File: src/rtl/clk_div_gen_pkg.sv
// clk_div_gen_pkg: channel state, channel config bundle and config check.
// CLK_DIV_GEN_PHASE_EN: when defined, the start delay (phase) is honoured.
package clk_div_gen_pkg;

   localparam int CFG_W = 8;

`ifdef CLK_DIV_GEN_PHASE_EN
   localparam bit PHASE_EN = 1'b1;
`else
   localparam bit PHASE_EN = 1'b0;
`endif

   typedef enum logic [1:0] {
      IDLE,
      PHASE,
      RUN,
      STOP
   } ch_state_e;

   typedef struct packed {
      logic [CFG_W-1:0] div;
      logic [CFG_W-1:0] high;
      logic [CFG_W-1:0] phase;
   } ch_cfg_t;

   // P >= 2, 1 <= H <= P-1, and D <= P-1 only when the delay exists.
   function automatic logic cfg_is_valid(input ch_cfg_t c);
      logic ok;
      ok = (c.div >= CFG_W'(2))
         && (c.high != '0)
         && (c.high < c.div);
      if (PHASE_EN) begin
         ok = ok && (c.phase < c.div);
      end
      return ok;
   endfunction

endpackage

File: src/rtl/clk_div_gen_if.sv
// clk_div_gen_if: run requests, config write port and divided clocks.
// master drives enable/cfg_*; slave (the divider) drives the rest.
interface clk_div_gen_if #(
   parameter int NUM_CH = 4,
   parameter int DIV_W  = 8
);
   localparam int CH_W = (NUM_CH > 1) ? $clog2(NUM_CH) : 1;

   logic [NUM_CH-1:0] enable;
   logic              cfg_valid;
   logic              cfg_ready;
   logic [CH_W-1:0]   cfg_ch;
   logic [DIV_W-1:0]  cfg_div;
   logic [DIV_W-1:0]  cfg_high;
   logic [DIV_W-1:0]  cfg_phase;
   logic              cfg_err;
   logic [NUM_CH-1:0] clk_out;
   logic [NUM_CH-1:0] tick;
   logic [NUM_CH-1:0] busy;

   modport master (
      output enable, cfg_valid, cfg_ch,
      output cfg_div, cfg_high, cfg_phase,
      input  cfg_ready, cfg_err,
      input  clk_out, tick, busy
   );

   modport slave (
      input  enable, cfg_valid, cfg_ch,
      input  cfg_div, cfg_high, cfg_phase,
      output cfg_ready, cfg_err,
      output clk_out, tick, busy
   );

endinterface

File: src/rtl/clk_div_gen_ch.sv
// clk_div_gen_ch: one divided-clock channel (FSM, counters, shadow cfg).
// Ports: en run request, wr_en/wr_cfg validated write, pending shadow
// full, clk_out/tick/busy registered outputs. Macro: CLK_DIV_GEN_PHASE_EN.
module clk_div_gen_ch
   import clk_div_gen_pkg::*;
#(
   parameter int DEF_DIV = 4
) (
   input  logic    clk,
   input  logic    rst_n,
   input  logic    en,
   input  logic    wr_en,
   input  ch_cfg_t wr_cfg,
   output logic    pending,
   output logic    clk_out,
   output logic    tick,
   output logic    busy
);

   localparam ch_cfg_t RST_CFG = '{
      div:   CFG_W'(DEF_DIV),
      high:  CFG_W'(DEF_DIV / 2),
      phase: '0
   };

   ch_state_e        state_q, state_d;
   logic [CFG_W-1:0] cnt_q, cnt_d;
   ch_cfg_t          cfg_q, cfg_d;
   ch_cfg_t          shd_q, shd_d;
   logic             pend_q, pend_d;
   logic             clk_out_q, clk_out_d;
   logic             tick_q, tick_d;
   logic             busy_q, busy_d;

`ifdef CLK_DIV_GEN_PHASE_EN
   logic [CFG_W-1:0] dly_q, dly_d;
`else
   logic unused_phase;
   assign unused_phase = ^{cfg_q.phase, shd_q.phase};
`endif

   logic    last;
   logic    run;
   logic    idle_wr;
   logic    at_bound;
   ch_cfg_t start_cfg;

   always_comb begin
      state_d   = state_q;
      cnt_d     = cnt_q;
      cfg_d     = cfg_q;
      shd_d     = shd_q;
      pend_d    = pend_q;
`ifdef CLK_DIV_GEN_PHASE_EN
      dly_d     = dly_q;
`endif
      run       = (state_q == RUN) || (state_q == STOP);
      last      = (cnt_q == (cfg_q.div - CFG_W'(1)));
      idle_wr   = wr_en && (state_q == IDLE);
      // A write landing on an idle channel also governs this start.
      start_cfg = idle_wr ? wr_cfg : cfg_q;

      if (idle_wr) begin
         cfg_d = wr_cfg;
      end else if (wr_en) begin
         shd_d  = wr_cfg;
         pend_d = 1'b1;
      end

      unique case (state_q)
         IDLE: begin
            if (en) begin
`ifdef CLK_DIV_GEN_PHASE_EN
               if (start_cfg.phase == '0) begin
                  state_d = RUN;
                  cnt_d   = '0;
               end else begin
                  state_d = PHASE;
                  dly_d   = start_cfg.phase - CFG_W'(1);
               end
`else
               state_d = RUN;
               cnt_d   = '0;
`endif
            end
         end
         PHASE: begin
`ifdef CLK_DIV_GEN_PHASE_EN
            if (!en) begin
               state_d = IDLE;
            end else if (dly_q == '0) begin
               state_d = RUN;
               cnt_d   = '0;
            end else begin
               dly_d = dly_q - CFG_W'(1);
            end
`else
            state_d = IDLE;
`endif
         end
         RUN, STOP: begin
            cnt_d = last ? '0 : cnt_q + CFG_W'(1);
            // Never cut a period short: leave only at its last cycle.
            if (en) begin
               state_d = RUN;
            end else if (last) begin
               state_d = IDLE;
            end else begin
               state_d = STOP;
            end
         end
         default: state_d = IDLE;
      endcase

      // Period boundary, or leaving PHASE for IDLE: shadow takes over.
      at_bound = (run && last)
         || ((state_q == PHASE) && (state_d == IDLE));
      if (at_bound && wr_en) begin
         cfg_d  = wr_cfg;
         pend_d = 1'b0;
      end else if (at_bound && pend_q) begin
         cfg_d  = shd_q;
         pend_d = 1'b0;
      end

      // Outputs trail cnt by one edge, so busy trails state likewise.
      clk_out_d = run && (cnt_q < cfg_q.high);
      tick_d    = run && (cnt_q == '0);
      busy_d    = (state_q != IDLE);
   end

   always_ff @(posedge clk or negedge rst_n) begin
      if (!rst_n) begin
         state_q   <= IDLE;
         cnt_q     <= '0;
         cfg_q     <= RST_CFG;
         shd_q     <= RST_CFG;
         pend_q    <= 1'b0;
         clk_out_q <= 1'b0;
         tick_q    <= 1'b0;
         busy_q    <= 1'b0;
`ifdef CLK_DIV_GEN_PHASE_EN
         dly_q     <= '0;
`endif
      end else begin
         state_q   <= state_d;
         cnt_q     <= cnt_d;
         cfg_q     <= cfg_d;
         shd_q     <= shd_d;
         pend_q    <= pend_d;
         clk_out_q <= clk_out_d;
         tick_q    <= tick_d;
         busy_q    <= busy_d;
`ifdef CLK_DIV_GEN_PHASE_EN
         dly_q     <= dly_d;
`endif
      end
   end

   assign pending = pend_q;
   assign clk_out = clk_out_q;
   assign tick    = tick_q;
   assign busy    = busy_q;

endmodule

File: src/rtl/clk_div_gen.sv
// clk_div_gen: NUM_CH glitch-free divided clocks from clk.
// Ports: clk, rst_n (async low), bus (clk_div_gen_if.slave).
// Macro: CLK_DIV_GEN_PHASE_EN enables per-channel start delay.
module clk_div_gen
   import clk_div_gen_pkg::*;
#(
   parameter int NUM_CH  = 4,
   parameter int DIV_W   = CFG_W,
   parameter int DEF_DIV = 4
) (
   input logic          clk,
   input logic          rst_n,
   clk_div_gen_if.slave bus
);

   localparam int CH_W = (NUM_CH > 1) ? $clog2(NUM_CH) : 1;

   if (DIV_W != CFG_W) begin : g_bad_div_w
      $error("DIV_W must equal clk_div_gen_pkg::CFG_W");
   end

   if ((NUM_CH < 1) || (NUM_CH > 16)) begin : g_bad_num_ch
      $error("NUM_CH must be 1..16");
   end

   logic [CH_W:0]     ch_ext;
   logic              ch_ok;
   logic              cfg_ok;
   logic              acc;
   logic              ready;
   ch_cfg_t           wr_cfg;
   logic [NUM_CH-1:0] wr_en;
   logic [NUM_CH-1:0] pend;
   logic [NUM_CH-1:0] clk_out_w;
   logic [NUM_CH-1:0] tick_w;
   logic [NUM_CH-1:0] busy_w;
   logic              err_q, err_d;

   always_comb begin
      ch_ext = {1'b0, bus.cfg_ch};
      ch_ok  = (ch_ext < (CH_W + 1)'(NUM_CH));
      wr_cfg = '{
         div:   bus.cfg_div,
         high:  bus.cfg_high,
         phase: bus.cfg_phase
      };
      cfg_ok = ch_ok && cfg_is_valid(wr_cfg);
      // Out-of-range targets are accepted only to be rejected.
      ready  = ch_ok ? !pend[bus.cfg_ch] : 1'b1;
      acc    = bus.cfg_valid && ready;
      err_d  = acc && !cfg_ok;
      wr_en  = '0;
      if (acc && cfg_ok) begin
         wr_en[bus.cfg_ch] = 1'b1;
      end
   end

   always_ff @(posedge clk or negedge rst_n) begin
      if (!rst_n) begin
         err_q <= 1'b0;
      end else begin
         err_q <= err_d;
      end
   end

   for (genvar i = 0; i < NUM_CH; i++) begin : g_ch
      clk_div_gen_ch #(
         .DEF_DIV (DEF_DIV)
      ) u_ch (
         .clk     (clk),
         .rst_n   (rst_n),
         .en      (bus.enable[i]),
         .wr_en   (wr_en[i]),
         .wr_cfg  (wr_cfg),
         .pending (pend[i]),
         .clk_out (clk_out_w[i]),
         .tick    (tick_w[i]),
         .busy    (busy_w[i])
      );
   end

   assign bus.cfg_ready = ready;
   assign bus.cfg_err   = err_q;
   assign bus.clk_out   = clk_out_w;
   assign bus.tick      = tick_w;
   assign bus.busy      = busy_w;

endmodule

File: src/flat_wrapper.sv
// flat-port wrapper written by rule: the top's interface ports become plain ports
module clk_div_gen_flat import clk_div_gen_pkg::*;
#(
   parameter int NUM_CH  = 4,
   parameter int DIV_W   = CFG_W,
   parameter int DEF_DIV = 4
)
  (clk, rst_n, bus_enable, bus_cfg_valid, bus_cfg_ch, bus_cfg_div, bus_cfg_high, bus_cfg_phase, bus_cfg_ready, bus_cfg_err, bus_clk_out, bus_tick, bus_busy);
  clk_div_gen_if #(.NUM_CH(NUM_CH), .DIV_W(DIV_W)) bus_i ();
  input logic clk;
  input logic rst_n;
  input wire logic [$bits(bus_i.enable)-1:0] bus_enable;
  input wire logic [$bits(bus_i.cfg_valid)-1:0] bus_cfg_valid;
  input wire logic [$bits(bus_i.cfg_ch)-1:0] bus_cfg_ch;
  input wire logic [$bits(bus_i.cfg_div)-1:0] bus_cfg_div;
  input wire logic [$bits(bus_i.cfg_high)-1:0] bus_cfg_high;
  input wire logic [$bits(bus_i.cfg_phase)-1:0] bus_cfg_phase;
  output wire logic [$bits(bus_i.cfg_ready)-1:0] bus_cfg_ready;
  output wire logic [$bits(bus_i.cfg_err)-1:0] bus_cfg_err;
  output wire logic [$bits(bus_i.clk_out)-1:0] bus_clk_out;
  output wire logic [$bits(bus_i.tick)-1:0] bus_tick;
  output wire logic [$bits(bus_i.busy)-1:0] bus_busy;
  assign bus_i.enable = bus_enable;
  assign bus_i.cfg_valid = bus_cfg_valid;
  assign bus_i.cfg_ch = bus_cfg_ch;
  assign bus_i.cfg_div = bus_cfg_div;
  assign bus_i.cfg_high = bus_cfg_high;
  assign bus_i.cfg_phase = bus_cfg_phase;
  assign bus_cfg_ready = bus_i.cfg_ready;
  assign bus_cfg_err = bus_i.cfg_err;
  assign bus_clk_out = bus_i.clk_out;
  assign bus_tick = bus_i.tick;
  assign bus_busy = bus_i.busy;
  clk_div_gen #(.NUM_CH(NUM_CH), .DIV_W(DIV_W), .DEF_DIV(DEF_DIV)) u_core (.clk(clk), .rst_n(rst_n), .bus(bus_i));
endmodule
File: config.mk
export PLATFORM = sky130hd
export DESIGN_NAME = clk_div_gen_flat
export DESIGN_NICKNAME = d
export VERILOG_FILES = /design/src/rtl/clk_div_gen_pkg.sv /design/src/rtl/clk_div_gen_if.sv /design/src/rtl/clk_div_gen_ch.sv /design/src/rtl/clk_div_gen.sv /design/src/flat_wrapper.sv
export SDC_FILE = /design/constraint.sdc
export NUM_CORES = 1
export LEC_CHECK = 0
export CAP_MARGIN = 20
export CORE_MARGIN = 8
export CORE_UTILIZATION = 39
export CTS_CLUSTER_SIZE = 8
export DETAILED_ROUTE_END_ITERATION = 16
export HOLD_SLACK_MARGIN = 0.12
export MAX_ROUTING_LAYER = met4
export PLACE_DENSITY_LB_ADDON = 0.25
export SYNTH_ARGS = -nofsm -noshare
export SYNTH_HDL_FRONTEND = slang
export SYNTH_SLANG_ARGS = --single-unit
File: constraint.sdc
create_clock -name clk -period 3.7 [get_ports clk]
set_input_delay 0.555 -clock clk [delete_from_list [all_inputs] [get_ports clk]]
set_output_delay 0.555 -clock clk [all_outputs]
set_load 0.02 [all_outputs]
==> flow_summary.toml <==
[synthesis]
syn_avg_cell_area_um2 = 10.7
syn_area_mm2 = 0.0101
synth_flop_cell = "dfrtp_1"
syn_nets = 1025
synth_edf_count = 0
ys_async_sr_fraction_pct = 100
synthDistinctLibCells = 72
synth_warnings = 0
netlist.area_leader.share_pct = 41.8
ys_ff_latch = 185
seq_area_frac_synth_pct = 45.9
syn_inst = 945
yosysTopAreaCell = "dfrtp_1"
ys_top_cells_by_area = "dfrtp_1 (42%), mux2_2 (7.8%), ha_1 (5.8%)"

[global_routing]
grt_max_degree = 81
grt_pass1_wl_mm = 38.4
antenna_found_initial = 1
grt_usage_pct = 15.9
grt-ovfl-total = 0
first_global_vias = 6955

[sta]
clock_skew_ns = 0.0124
max-slew-margin-rel_pct = 37.6
post-route-min-period_ns = 3.09
tightestPinTransition_ns = 0.933
drv_slew = 0
final-hold-violation-count = 0
finalSetupViolCount = 0
holdWs_ns = 0.479
rsz0062_at_grt = "false"
fin_crit_sh_pct = 83.5
max_freq_ghz = 0.324
setup_tns_ns = 0
final.setup.worst_slack_ns = 0.609

[die]
pin_count = 47
die-area_mm2 = 0.0314
rows = 59
core_area_mm2 = 0.0258
die_w_um = 177
start_util_pct = 39.3
die_h_um = 177

[placement]
port_buffers = 38
pre_cts_ws_ns = 0.220
hpwl_mm = 16.2
dpl.cell_count = 1287
gp_congestion = 0.841

[cells_and_area]
finalNetCount = 1053
drive_gt1_share_pct = 18.2
multi_input_area_mm2 = 0.00486
num_antenna_cells = 0
syn2layout_area_growth_pct = 14.3
layoutNonFillerInstCount = 1321
fillCellCount = 2413
final-seq-area_mm2 = 0.00465

[setup_path]
cp.arrival_ns = 3.41
path_max_fanout = 17
r2r_cells = 7
end_kind = "flop"
critPathKind = "in -> reg"
required_ns = 4.02
start_kind = "primary input"

[power]
p_per_area_mw_per_mm2 = 867
p_leak_uw = 0.00505
ir_drop_v = 0.000324

[clock_tree]
cts_hold_buf = 1
cts_buffer_depth = 2
path_clk_slew_ns = 0.07
cts_tree = "built"
clockRootBuffer = "clkbuf_16"
h-tree-depth = 4
cts_setup_buffers = 0
cts_resized = 0
clkLatencyLatePin_ns = 0.44
cts_made_buffers = 17
cts_num_sinks = 185

[detailed_routing]
antenna_left = 0
vias = 7090
drt_wl_total_mm = 23.4
wl_per_cell_um = 17.7
vias_per_cell = 5.37
route.detailed.drc = 0
dr.first_iter.drc_count = 656
drtPass1Iterations = 4

[min_path]
hold_depth = 2
min-delay-path-class = "reg -> reg"

[job]
cap_violations = 0

[run_status]
status = "finished clean"
sequential cells by signal, indices dropped and copies added, names as in the netlist:
| signal | count |
|---|---|
| u_core.g_ch.u_ch.pending | 4 |
| u_core.g_ch.u_ch.tick | 4 |
| u_core.g_ch.u_ch.clk_out | 4 |
| u_core.g_ch.u_ch.shd_q | 64 |
| u_core.g_ch.u_ch.cfg_q | 64 |
| u_core.g_ch.u_ch.state_q | 8 |
| u_core.g_ch.u_ch.busy | 4 |
| u_core.g_ch.u_ch.cnt_q | 32 |
| u_core.bus.cfg_err | 1 |
layout by cell type, fill, tap and decap left out, types with 37 or more instances in the layout:
master,instances
dfrtp_1,169
inv_1,72
mux2_2,70
nand2_1,51
mux2i_1,48
ha_1,47
o21ai_0,39
nand3_1,37
clkdlybuf4s50_1,37
buf_4,37
per-stage QoR:
stage / utilization (%) / power (µW) / area (µm²)
after floorplan: - / 6980 / 10100
after global routing: 44.9 / 10800 / 11600
after CTS: 44.8 / 10100 / 11600
after detailed placement: 42.2 / 8000 / 10900
final: 44.9 / 10000 / 11600
after global placement: 42.2 / 7870 / 10900
final cells by class:
cell class	instances	share of cell area [%]
Timing Repair Buffer	78	6.08
Multi-Input combinational cell	619	42.0
Clock buffer	17	3.68
Sequential cell	185	40.2
Inverter	72	2.34
Clock inverter	15	2.04
Tap cell	335	3.62
worst paths after layout:
path	start	endpoint	slack [ns]
worst max-delay path	bus_cfg_ch[1]	u_core.g_ch[1].u_ch.shd_q[17]$_DFFE_PN0P_	0.61
worst min-delay path	u_core.g_ch[0].u_ch.shd_q[19]$_DFFE_PN0P_	u_core.g_ch[0].u_ch.shd_q[19]$_DFFE_PN0P_	0.48
worst max register to register	u_core.g_ch[1].u_ch.cfg_q[16]$_DFFE_PN0P_	u_core.g_ch[1].u_ch.pending$_DFFE_PN0P_	0.74
worst min register to register	u_core.g_ch[0].u_ch.shd_q[19]$_DFFE_PN0P_	u_core.g_ch[0].u_ch.shd_q[19]$_DFFE_PN0P_	0.48
max in group asynchronous	rst_n	u_core.g_ch[3].u_ch.shd_q[18]$_DFFE_PN1P_	2.20
min in group asynchronous	rst_n	u_core.g_ch[0].u_ch.state_q[1]$_DFF_PN0_	0.61
power breakdown:
group	switching (µW)	leakage, µW	internal, µW
combinational	1890	0.00248	2140
clock	860	0.000326	1220
sequential	929	0.00224	2980
total	3680	0.00505	6340
metal layers:
layer  part of all wire [%]  GRT usage (%)
met3                    3.8           3.07
met4                    1.1           3.89
met2                     46           23.7
met1                     49           21.9
met5                      0              -
cell usage after synthesis (all sizes together), types with 8 or more instances:
cell and n:
o22a 32, nand4 8, nor2b 9, o21ai 40
a21o 8, buf 24, nor3 13, clkbuf 45
mux2i 48, xnor2 19, dfstp 16, a22oi 22
ha 47, o2bb2ai 17, nand3 38, nor2 36
a22o 8, nand2 52, a21oi 11, dfrtp 169
inv 72, xor2 19, a31oi 20, mux2 71
worst max-delay path, cell delays in order:
cell and delay (ns):
clkdlybuf4s50_1 0.56, mux4_2 0.54, nand2b_4 0.18, nor3b_1 0.39
and3_1 0.27, buf_4 0.24, nand2_2 0.29, mux2_2 0.36
logic make-up after synthesis:
group	share of synthesized area [%]
AO/OA/AOI/OAI	14.5
XOR/XNOR	3.29
adder cells (fa/ha/maj)	5.81
buffers and inverters	6.03
flip-flops	45.9
multiplexers	12.9
AND/OR/NAND/NOR	11.5
No activity file was read; power rests on OpenSTA's default activity.
